[config.mk]
export PLATFORM = sky130hd
export DESIGN_NAME = song_sequencer
export DESIGN_NICKNAME = d
export VERILOG_FILES = /design/src/rtl/song_sequencer_pkg.sv /design/src/rtl/ready_edge_sync.sv /design/src/rtl/song_sequencer.sv
export SDC_FILE = /design/constraint.sdc
export NUM_CORES = 1
export LEC_CHECK = 0
export CAP_MARGIN = 20
export CORE_MARGIN = 2
export CORE_UTILIZATION = 45
export CTS_CLUSTER_SIZE = 25
export DETAILED_ROUTE_END_ITERATION = 7
export MAX_ROUTING_LAYER = met4
export PLACE_DENSITY = 0.69
export SETUP_SLACK_MARGIN = 0.4
export SKIP_LAST_GASP = 1
export SYNTH_ARGS = -nofsm -noshare
export SYNTH_HDL_FRONTEND = slang
export SYNTH_SLANG_ARGS = --single-unit
[constraint.sdc]
create_clock -name clk -period 2.4 [get_ports clk]
set_clock_uncertainty 0.1 [all_clocks]
set_input_delay 0.48 -clock clk [delete_from_list [all_inputs] [get_ports clk]]
set_output_delay 0.48 -clock clk [all_outputs]
set_load 0.1 [all_outputs]
[src/rtl/song_sequencer_pkg.sv]
// Shared definitions for the song sequencer: state encoding, timing constants
// and the table of song codes the address calculator can actually play.
package song_sequencer_pkg;

  typedef enum logic [2:0] {
    S_IDLE     = 3'd0,
    S_START    = 3'd1,
    S_WAIT_ACK = 3'd2,
    S_RUN      = 3'd3,
    S_PAUSED   = 3'd4,
    S_DONE     = 3'd5
  } state_t;

  localparam int ACK_TIMEOUT_DEFAULT   = 4096;
  localparam int READY_EDGES_PER_START = 2;

  // Bit n set means song code n exists (0-5 and 8-12).
  localparam logic [15:0] VALID_SONG_MASK = 16'b0001_1111_0011_1111;

  function automatic logic is_valid_song(input logic [3:0] code);
    return VALID_SONG_MASK[code];
  endfunction

endpackage

[src/rtl/ready_edge_sync.sv]
// Brings the AC97 ready strobe into the clk domain and flags each rising edge.
module ready_edge_sync (
  input  logic clk,
  input  logic reset,
  input  logic ready,
  output logic ready_rise
);

  logic sync1, sync2, sync_prev;

  always_ff @(posedge clk) begin
    if (!reset) begin
      sync1     <= 1'b0;
      sync2     <= 1'b0;
      sync_prev <= 1'b0;
    end else begin
      sync1     <= ready;
      sync2     <= sync1;
      sync_prev <= sync2;
    end
  end

  assign ready_rise = sync2 & ~sync_prev;

endmodule

[src/rtl/song_sequencer.sv]
// Playback/record control FSM that drives the audio address calculator from
// debounced front-panel buttons and the AC97 ready strobe.
module song_sequencer
  import song_sequencer_pkg::*;
#(
  parameter int ACK_TIMEOUT = ACK_TIMEOUT_DEFAULT
) (
  input  logic       clk,
  input  logic       reset,
  input  logic       btn_play,
  input  logic       btn_record,
  input  logic       btn_pause,
  input  logic       btn_stop,
  input  logic [3:0] sw_song,
  input  logic       loop_en,
  input  logic       ready,
  input  logic       song_done,
  output logic       start_song,
  output logic       pause_song,
  output logic       record_mode,
  output logic [3:0] song_choice,
  output logic [2:0] state_dbg,
  output logic       done_pulse,
  output logic       err_pulse
);

  localparam int TO_W = $clog2(ACK_TIMEOUT) + 1;
  localparam logic [TO_W-1:0] TO_LAST   = TO_W'(ACK_TIMEOUT - 1);
  localparam logic [TO_W-1:0] TO_MAX    = '1;
  localparam logic [1:0]      RISE_LAST = 2'(READY_EDGES_PER_START - 1);

  state_t          state, next_state;
  logic            err_next;
  logic            ready_rise;
  logic [1:0]      rise_cnt;
  logic [TO_W-1:0] to_cnt;

  ready_edge_sync u_sync (
    .clk        (clk),
    .reset      (reset),
    .ready      (ready),
    .ready_rise (ready_rise)
  );

  always_comb begin
    next_state = state;
    err_next   = 1'b0;
    case (state)
      S_IDLE: begin
        if (btn_play || btn_record) begin
          if (is_valid_song(sw_song)) next_state = S_START;
          else                        err_next   = 1'b1;
        end
      end
      S_START: begin
        if (btn_stop)                              next_state = S_IDLE;
        else if (ready_rise && rise_cnt == RISE_LAST) next_state = S_WAIT_ACK;
      end
      S_WAIT_ACK: begin
        if (btn_stop)              next_state = S_IDLE;
        else if (!song_done)       next_state = S_RUN;
        else if (to_cnt == TO_LAST) begin
          next_state = S_IDLE;
          err_next   = 1'b1;
        end
      end
      S_RUN: begin
        if (btn_stop)       next_state = S_IDLE;
        else if (btn_pause) next_state = S_PAUSED;
        else if (song_done) next_state = S_DONE;
      end
      S_PAUSED: begin
        if (btn_stop)                    next_state = S_IDLE;
        else if (btn_pause || btn_play)  next_state = S_RUN;
      end
      S_DONE: begin
        if (!btn_stop && loop_en && !record_mode) next_state = S_START;
        else                                      next_state = S_IDLE;
      end
      default: next_state = S_IDLE;
    endcase
  end

  // Outputs are decoded from the next state so they line up with it exactly.
  always_ff @(posedge clk) begin
    if (!reset) begin
      state       <= S_IDLE;
      start_song  <= 1'b0;
      pause_song  <= 1'b1;
      record_mode <= 1'b0;
      song_choice <= 4'd0;
      done_pulse  <= 1'b0;
      err_pulse   <= 1'b0;
      rise_cnt    <= 2'd0;
      to_cnt      <= '0;
    end else begin
      state      <= next_state;
      start_song <= (next_state == S_START);
      pause_song <= (next_state != S_RUN);
      done_pulse <= (next_state == S_DONE);
      err_pulse  <= err_next;
      if (state == S_IDLE && next_state == S_START) begin
        song_choice <= sw_song;
        record_mode <= btn_record;
      end
      if (next_state != state) begin
        rise_cnt <= 2'd0;
        to_cnt   <= '0;
      end else begin
        if (state == S_START && ready_rise) rise_cnt <= rise_cnt + 2'd1;
        if (state == S_WAIT_ACK && to_cnt != TO_MAX) to_cnt <= to_cnt + 1'b1;
      end
    end
  end

  assign state_dbg = state;

endmodule

==> flow_summary.json <==
{
  "status": "completed",
  "slew_viol_final": 0,
  "path_delay_family": "compound AO/OA/AOI/OAI gates",
  "drt_iter0_drc": 108,
  "setup_viol": 0,
  "hold_viol": 0,
  "cp.depth": 6,
  "yosysSeqAreaShare_pct": 37.80,
  "cap_viol_max_count": 0,
  "rsz0062_at_grt": "true",
  "crit_path_cell_trace": "clkdlybuf4s50_1 > nor2_2 > a211oi_4 > a311o_1 > a211o_4 > nor3_1",
  "slowest_stage": "clkdlybuf4s50_1",
  "drcViolationCount": 0,
  "crit_required_ns": 2.55,
  "synth_edf_count": 0,
  "finalPower_mw": 1.105,
  "pwr-share-seq_pct": 47.4,
  "synthTopCellsByArea": "dfxtp_1, nor3_2, xor2_1",
  "antenna_cells": 0,
  "clk_path_buf_depth": 2,
  "crit_type": "input pin to flop",
  "initial_core_util_pct": 47.25,
  "track_usage_pct": 20.68,
  "io_buffers": 24,
  "core_region_area_mm2": 0.003363,
  "combinationalPowerShare_pct": 20.1,
  "tightestPinTransition_ns": 0.3870,
  "power.internal_mw": 0.7637,
  "detail_route.wirelength_um": 3762,
  "fp-row-count": 21,
  "cp_data_arrival_time_ns": 2.12,
  "r2r-end": "to_cnt[7]$_SDFFE_PP0P_",
  "synthCells": 164,
  "h-tree-depth": 2,
  "final_layout_size_suffix_gt1_share_pct": 32.02,
  "worst-path-buf-inv": 1,
  "synth_cell_types": 52,
  "switchingPower_mw": 0.3413,
  "crit_path_start_kind": "input pin",
  "vias_per_cell": 5.651,
  "cp_slowest_stage_delay_ns": 0.44,
  "irDropWorstVdd_mv": 0.3714,
  "cp_max_fo": 8,
  "rrSetupSlack_ns": 0.46,
  "hold_depth": 1,
  "ant_nets": 0,
  "ys_ff_latch": 30,
  "syn-mean-instance-area_um2": 9.689,
  "clock-sinks": 30,
  "cts_hold_buf": 0,
  "layout_commonest_cell": "dfxtp_1",
  "yosys.area.top_type_share_pct": 37.80,
  "timing.final.ws_setup_ns": 0.4265,
  "min_to": "u_sync.sync2$_SDFF_PN0_",
  "pin_count": 25,
  "clkLatencyLatePin_ns": 0.34,
  "max_freq_mhz": 506.7,
  "p_leak_nw": 0.7324,
  "fin_nets": 217,
  "yosys_most_used_dff": "dfxtp_1",
  "grt_max_degree": 19,
  "antenna_found_initial": 0,
  "routedWlPerCell_um": 15.11,
  "fillerInstances": 295,
  "grt_overflow": 0,
  "vias": 1407,
  "grt_pass1_vias": 1350,
  "r2r_cells": 5,
  "place_ws_ns": -0.1922,
  "drtPass1Iterations": 4,
  "gp_congestion": 0.8356,
  "grt_pass1_wl_um": 6320,
  "slew_headroom_pct": 74.17,
  "clock_power_share_pct": 32.6,
  "yosys_warnings": 0,
  "cts_buffers": 5,
  "syn-num-nets": 179,
  "finalCriticalPeriod_ns": 1.974,
  "synth_top_cell_by_area": "dfxtp_1",
  "die_x_um": 63.43,
  "clk_pin_slew_ns": 0.10,
  "final_cell_mix": "dfxtp_1, buf_4, nand2_1",
  "dieArea_mm2": 0.004023,
  "async_flop_share_pct": 0,
  "die_h_um": 63.43,
  "cts_tree": "yes",
  "switching_share_pct": 30.89,
  "cp-end-kind": "flop",
  "holdCritStartpoint": "u_sync.sync1$_SDFF_PN0_",
  "multiInputGateArea_mm2": 0.001003,
  "area.growth.synth_to_final_pct": 30.00,
  "dpl.hpwl_um": 2499,
  "r2r-start": "state_dbg[1]$_SDFF_PN0_",
  "post_synth_instance_area_mm2": 0.001589,
  "cts_root_buf": "clkbuf_4",
  "powerDensity_mw_per_mm2": 534.9,
  "hold_path.class": "flop to flop",
  "finalCritPeriodShare_pct": 82.23,
  "seq_area_um2": 615.6
}
Yosys cell counts, drive strengths merged, types with 3 or more instances:
| cell type | count |
|---|---|
| o21ai | 3 |
| mux2i | 6 |
| nor2 | 10 |
| inv | 3 |
| dfxtp | 30 |
| nand4 | 6 |
| nor3 | 17 |
| nor2b | 6 |
| buf | 4 |
| a21oi | 7 |
| nor4 | 3 |
| xor2 | 9 |
| nand2 | 11 |
| and2 | 5 |
| nand3 | 4 |
kinds of logic after synthesis:
group           count (synthesis)  synth area share (%)
simple gates                   79                 31.89
compound gates                 26                 14.33
buf+inv                         9                 3.858
flops                          30                 37.80
mux                             7                 4.488
xor+xnor                       11                 6.063
fa+ha+maj                       2                 1.575
through the flow:
step	instances	utilization [%]	hold slack, ns	TNS [ns]	instance area, um2
floorplan	164	-	0.3119	0	1607
global placement	238	56.85	0.3197	-0.8078	1912
detailed placement	238	56.85	0.3300	-1.357	1912
CTS	247	59.71	0.3554	0	2008
global route	249	61.42	0.3672	0	2066
finish	249	61.42	0.3486	0	2066
area by class of cell:
type                    count  area share, %
flip-flops and latches     30          29.80
multi-input cells         126          48.58
inverters                   3         0.5451
clock buffers               8          3.392
repair buffers             36          14.90
well taps                  46          2.786
how the worst max path moves through the flow:
stage,startpoint,to
2_1_floorplan,state_dbg[1]$_SDFF_PN0_,rise_cnt[0]$_SDFFE_PP0P_
3_3_place_gp,btn_stop,to_cnt[8]$_SDFFE_PP0P_
3_5_place_dp,btn_play,to_cnt[8]$_SDFFE_PP0P_
4_1_cts,btn_record,to_cnt[8]$_SDFFE_PP0P_
5_1_grt,rise_cnt[1]$_SDFFE_PP0P_,to_cnt[8]$_SDFFE_PP0P_
6_report,btn_record,rise_cnt[1]$_SDFFE_PP0P_
power groups by stage:
stage	Combinational [mW]	Sequential (mW)	Clock, mW
after floorplan	0.0750	0.611	0
after global placement	0.213	0.534	0
after detailed placement	0.215	0.535	0
after CTS	0.219	0.524	0.363
after global routing	0.233	0.527	0.393
final	0.222	0.523	0.360
per-layer routing:
metal  part of all wire (%)  GRT usage (%)
met5                      0              -
met4                    2.4          9.511
met1                     45          26.33
met3                    5.1          5.536
met2                     48          30.53
sequential cells by signal, indices dropped and copies added, names as in the netlist, 2 cells and up:
register,count
rise_cnt,2
to_cnt,13
song_choice,4
state_dbg,3
repair_timing:
action | CTS | global route
hold endpoints to repair | 0 | 0
setup buffers | 0 | 2
resized for setup | 12 | 8
cloned | 1 | 0
setup endpoints to repair | 17 | 18
pin swaps | 7 | 4
No activity file was read; power rests on OpenSTA's default activity.
==> RTL edit 1, RTL diff (same settings) <==
Reset style: asynchronous (`reset`), changed in 2 clocked blocks.
--- a/src/rtl/ready_edge_sync.sv
+++ b/src/rtl/ready_edge_sync.sv
@@ -8,7 +8,7 @@
 
   logic sync1, sync2, sync_prev;
 
-  always_ff @(posedge clk) begin
+  always_ff @(posedge clk or negedge reset) begin
     if (!reset) begin
       sync1     <= 1'b0;
       sync2     <= 1'b0;
--- a/src/rtl/song_sequencer.sv
+++ b/src/rtl/song_sequencer.sv
@@ -82,7 +82,7 @@
   end
 
   // Outputs are decoded from the next state so they line up with it exactly.
-  always_ff @(posedge clk) begin
+  always_ff @(posedge clk or negedge reset) begin
     if (!reset) begin
       state       <= S_IDLE;
       start_song  <= 1'b0;
Function: differs if reset is asserted again (counterexample within 4 cycles, from zero or initial values and one cycle with reset low); with reset held inactive, the same outputs for 10 cycles.
==> RTL edit 1 against the original RTL <==
Die area up 6.7%. Synthesized area up 7.2%. Routed wire length up 29%. First-iteration DRC count unchanged. Setup slack worse by 0.31 ns. Sequential cell count unchanged. Non-clock buffer count up 12. Sequential share of layout area up 0.36 points. Design area up 23%. Count of clock-buffer cells in the layout unchanged. Highest routed layer unchanged.
Power is not compared: it rests on default switching activity, and its combinational part moved more than twofold at a synthesized area within 25%.
==> RTL edit 1: results (changes against the original RTL) <==
stage;metric;value;unit;change
layout;fin_cells;267;;+7.2%
clocking;cts_resized;27;;+15
setup_path;cpMaxStageDelayCell;or4_4;;
setup_path;arrival;2.35;ns;+0.23 ns
synth;synth-xor-area-share;0.0154;;-0.0452
setup_path;crit_start;state_dbg[2];;
layout;drive_gt1_frac;0.443;;+0.123
global_routing;grt_pass1_vias;1581;;+17%
layout;clock_cell_area_share;0.0355;;+0.00157
setup_path;cp_top_family;simple AND/OR/NAND/NOR gates;;
synth;netlist_top_cells_count;dfrtp_1, nand2_1, nor4_1;;
route;routed_wl;4870;um;+29%
placed_design;dp_hpwl;2940;um;+18%
synth;async_flop_share;1.00;;+1.00
clocking;path_clk_slew;0.06;ns;-0.04 ns
layout;nets;233;;+7.4%
setup_path;path_max_fanout;2;;-6
run_status;status;completed;;
layout;seq_cell_count;30;;unchanged
global_routing;grt_pass1_wl;7870;um;+24%
layout;regArea;766;um^2;+24%
synth;synthAdderAreaFrac;0.0147;;-0.00105
setup_path;worstReg2RegEnd;to_cnt[9];;
placed_design;placed_area;2100;um^2;+9.8%
clocking;post_cts_buffers;9;;+9
worst_hold_path;min-delay-start;u_sync.sync1;;
global_routing;grt_usage;0.249;;+0.0426
synth;ys_types;55;;+5.8%
placed_design;gp_congestion;0.939;;+12%
layout;multi_input_cells;129;;+2.4%
global_routing;grt_max_degree;31;;+12
synth;synth-compound-area-share;0.197;;+0.0536
placed_design;post-place-ws;-0.129;ns;+0.0633 ns
synth;netlist_area;1700;um^2;+7.2%
layout;multi_input_area;1190;um^2;+18%
layout;buffers;48;;+33%
route;viasPerCell;6.27;;+11%
placed_design;dp_cells;247;;+3.8%
power_and_ir_drop;finalPower;0.00209;W;
[RTL edit 1: cell types whose count changed in the layout (fill, tap and decap cells not counted), sizes merged, moves of 6 or more]
| cell | change |
|---|---|
| a2111oi | +7 |
| buf | +12 |
| clkdlybuf4s50 | +6 |
| dfrtp | +29 |
| dfxtp | -30 |
| dlygate4sd2 | -6 |
| nor3 | -13 |
| xor2 | -7 |
[RTL edit 1: routing by layer]
layer,GRT usage,vias up,routed length (um)
met3,0.0599,14,237
met4,0.0651,0,105
met2,0.407,55,2530
met1,0.314,833,1990
li1,-,773,-
met5,-,-,0
[RTL edit 1: worst max path at each step]
| stage | endpoint | slack (ns) | depth (start not counted) |
|---|---|---|---|
| final | to_cnt[9] | 0.12 | 4 |
| after floorplan | to_cnt[9] | -0.03 | 4 |
| after global routing | to_cnt[9] | 0.05 | 4 |
| after CTS | to_cnt[9] | 0.15 | 4 |
| after global placement | to_cnt[5] | -0.02 | 5 |
| after detailed placement | to_cnt[3] | -0.13 | 5 |
==> RTL edit 2, RTL diff (same settings) <==
Made on the original files. Change the package constant `ACK_TIMEOUT_DEFAULT` from 4096 to 2048.
--- a/src/rtl/song_sequencer_pkg.sv
+++ b/src/rtl/song_sequencer_pkg.sv
@@ -11,7 +11,7 @@
     S_DONE     = 3'd5
   } state_t;
 
-  localparam int ACK_TIMEOUT_DEFAULT   = 4096;
+  localparam int ACK_TIMEOUT_DEFAULT   = 2048;
   localparam int READY_EDGES_PER_START = 2;
 
   // Bit n set means song code n exists (0-5 and 8-12).
Function: no difference found for any inputs over 10 cycles, from zero or initial values and one cycle with reset low; that may be too few to reach the edited logic, so the function may still have changed.
==> RTL edit 2 against the original RTL <==
Fmax rose by 1.9%. Sequential power fell by 3%. Synthesized area fell by 9.5%. Routed wire length fell by 12%. Non-clock buffer count did not move. Worst hold slack got worse by 0.011 ns. Design area fell by 8.2%. Power fell by 8.7%. Setup slack improved by 0.038 ns. Critical path type unchanged. Cell count fell by 3.2%. Sequential cell count fell by 1.
==> RTL edit 2: results (changes against the original RTL) <==
stage;metric;value;unit;change
layout;fin_cells;241;;-3.2%
power_and_ir_drop;peakVddDrop;0.368;mV;-0.81%
route;vias;1316;;-6.5%
setup_path;arrival;2.06;ns;-0.06 ns
global_routing;grt_max_degree;21;;+2
synth;yosysSeqAreaShare;0.404;;+0.0259
layout;largest_reg_flops;12;;-1
timing;whs;0.338;ns;-0.0106 ns
layout;nets;212;;-2.3%
global_routing;grt_pass1_wl;5360;um;-15%
clocking;clkLatencyLatePin;0.32;ns;-0.02 ns
synth;syn_inst;160;;-2.4%
route;first_pass_iters;5;;+1
placed_design;dp_hpwl;2320;um;-7.1%
run_status;status;completed;;
route;routedWlPerCell;13.7;um;-9.1%
timing;tightest_slew;0.386;ns;-0.000783 ns
setup_path;r2r_cells;7;;+2
setup_path;crit_start;sw_song[0];;
setup_path;r2r-start;to_cnt[0];;
synth;netlist_top_cells_count;dfxtp_1, nor2_1, a21oi_1, nand2_1;;
setup_path;cpPeakStageDelay;0.42;ns;-0.02 ns
placed_design;dp_cells;231;;-2.9%
worst_hold_path;min-delay-start;u_sync.sync1;;
synth;syn_nets;175;;-2.2%
clocking;htreeDepth;2;;unchanged
placed_design;post-place-ws;0.00904;ns;+0.201 ns
power_and_ir_drop;total_leakage_power;0.725;nW;-1.0%
global_routing;grt_pass1_vias;1218;;-9.8%
synth;synthTopCellsByArea;dfxtp_1, nor2_1, xor2_1, mux2i_1, a21oi_1;;
layout;drive_gt1_frac;0.239;;-0.0816
setup_path;cp-endpoint;to_cnt[6];;
placed_design;gp_congestion;0.830;;-0.68%
setup_path;r2r_setup_slack;0.51;ns;+0.05 ns
global_routing;grt_usage;0.203;;-0.00369
==> RTL edit 2: changes by cell type in the layout (fill, tap and decap cells not counted), moves of 4 or more <==
cell / change
and3_1: +4
nand3_1: +4
dlygate4sd2_1: -7
nor2_1: +11
nor3_1: -4
nor3_2: -9
clkdlybuf4s50_1: +5
a21oi_1: +4
==> RTL edit 2: cell type report <==
class                      count  area, um^2
fill                         284        1160
clock buffer                   7        55.1
inverter                       5        18.8
tap                           44        55.1
sequential                    29         596
multi-input combinational    120         862
timing repair buffer          36         309
==> RTL edit 2: cell families after synthesis <==
| group | after synthesis | synth area share |
|---|---|---|
| AND/OR/NAND/NOR | 74 | 0.288 |
| AO/OA/AOI/OAI | 30 | 0.159 |
| flip-flops | 29 | 0.404 |
| buffers and inverters | 11 | 0.0409 |
| XOR/XNOR | 8 | 0.0487 |
| multiplexers | 6 | 0.0418 |
| adder cells (fa/ha/maj) | 2 | 0.0174 |
==> RTL edit 2: repair_timing <==
action | in CTS | in global routing
setup buffers | 2 | 1
setup endpoints to repair | 14 | 16
resized for setup | 4 | 12
pin swaps | 2 | 5
==> RTL edit 2: layer usage <==
metal,vias up,track usage,part of all wire
met5,-,-,0
li1,655,-,-
met1,616,0.246,0.45
met4,0,0.0559,0.0042
met3,4,0.0725,0.057
met2,41,0.321,0.49
==> RTL edit 2: power by group through the flow <==
stage	combinational, W	clock (W)	sequential (W)
floorplan	0.0000621	0	0.000585
global placement	0.000191	0	0.000516
finish	0.000207	0.000296	0.000507
detailed placement	0.000194	0	0.000517
global route	0.000216	0.000336	0.000509
CTS	0.000200	0.000305	0.000506
==> RTL edit 2: worst register-to-register path, delay by kind of cell, from the launching register on <==
kind            cells  cell delay, ns
compound gates      2            0.57
flops               1            0.40
simple gates        3            0.36
buf+inv             1            0.19
fa+ha+maj           1            0.18
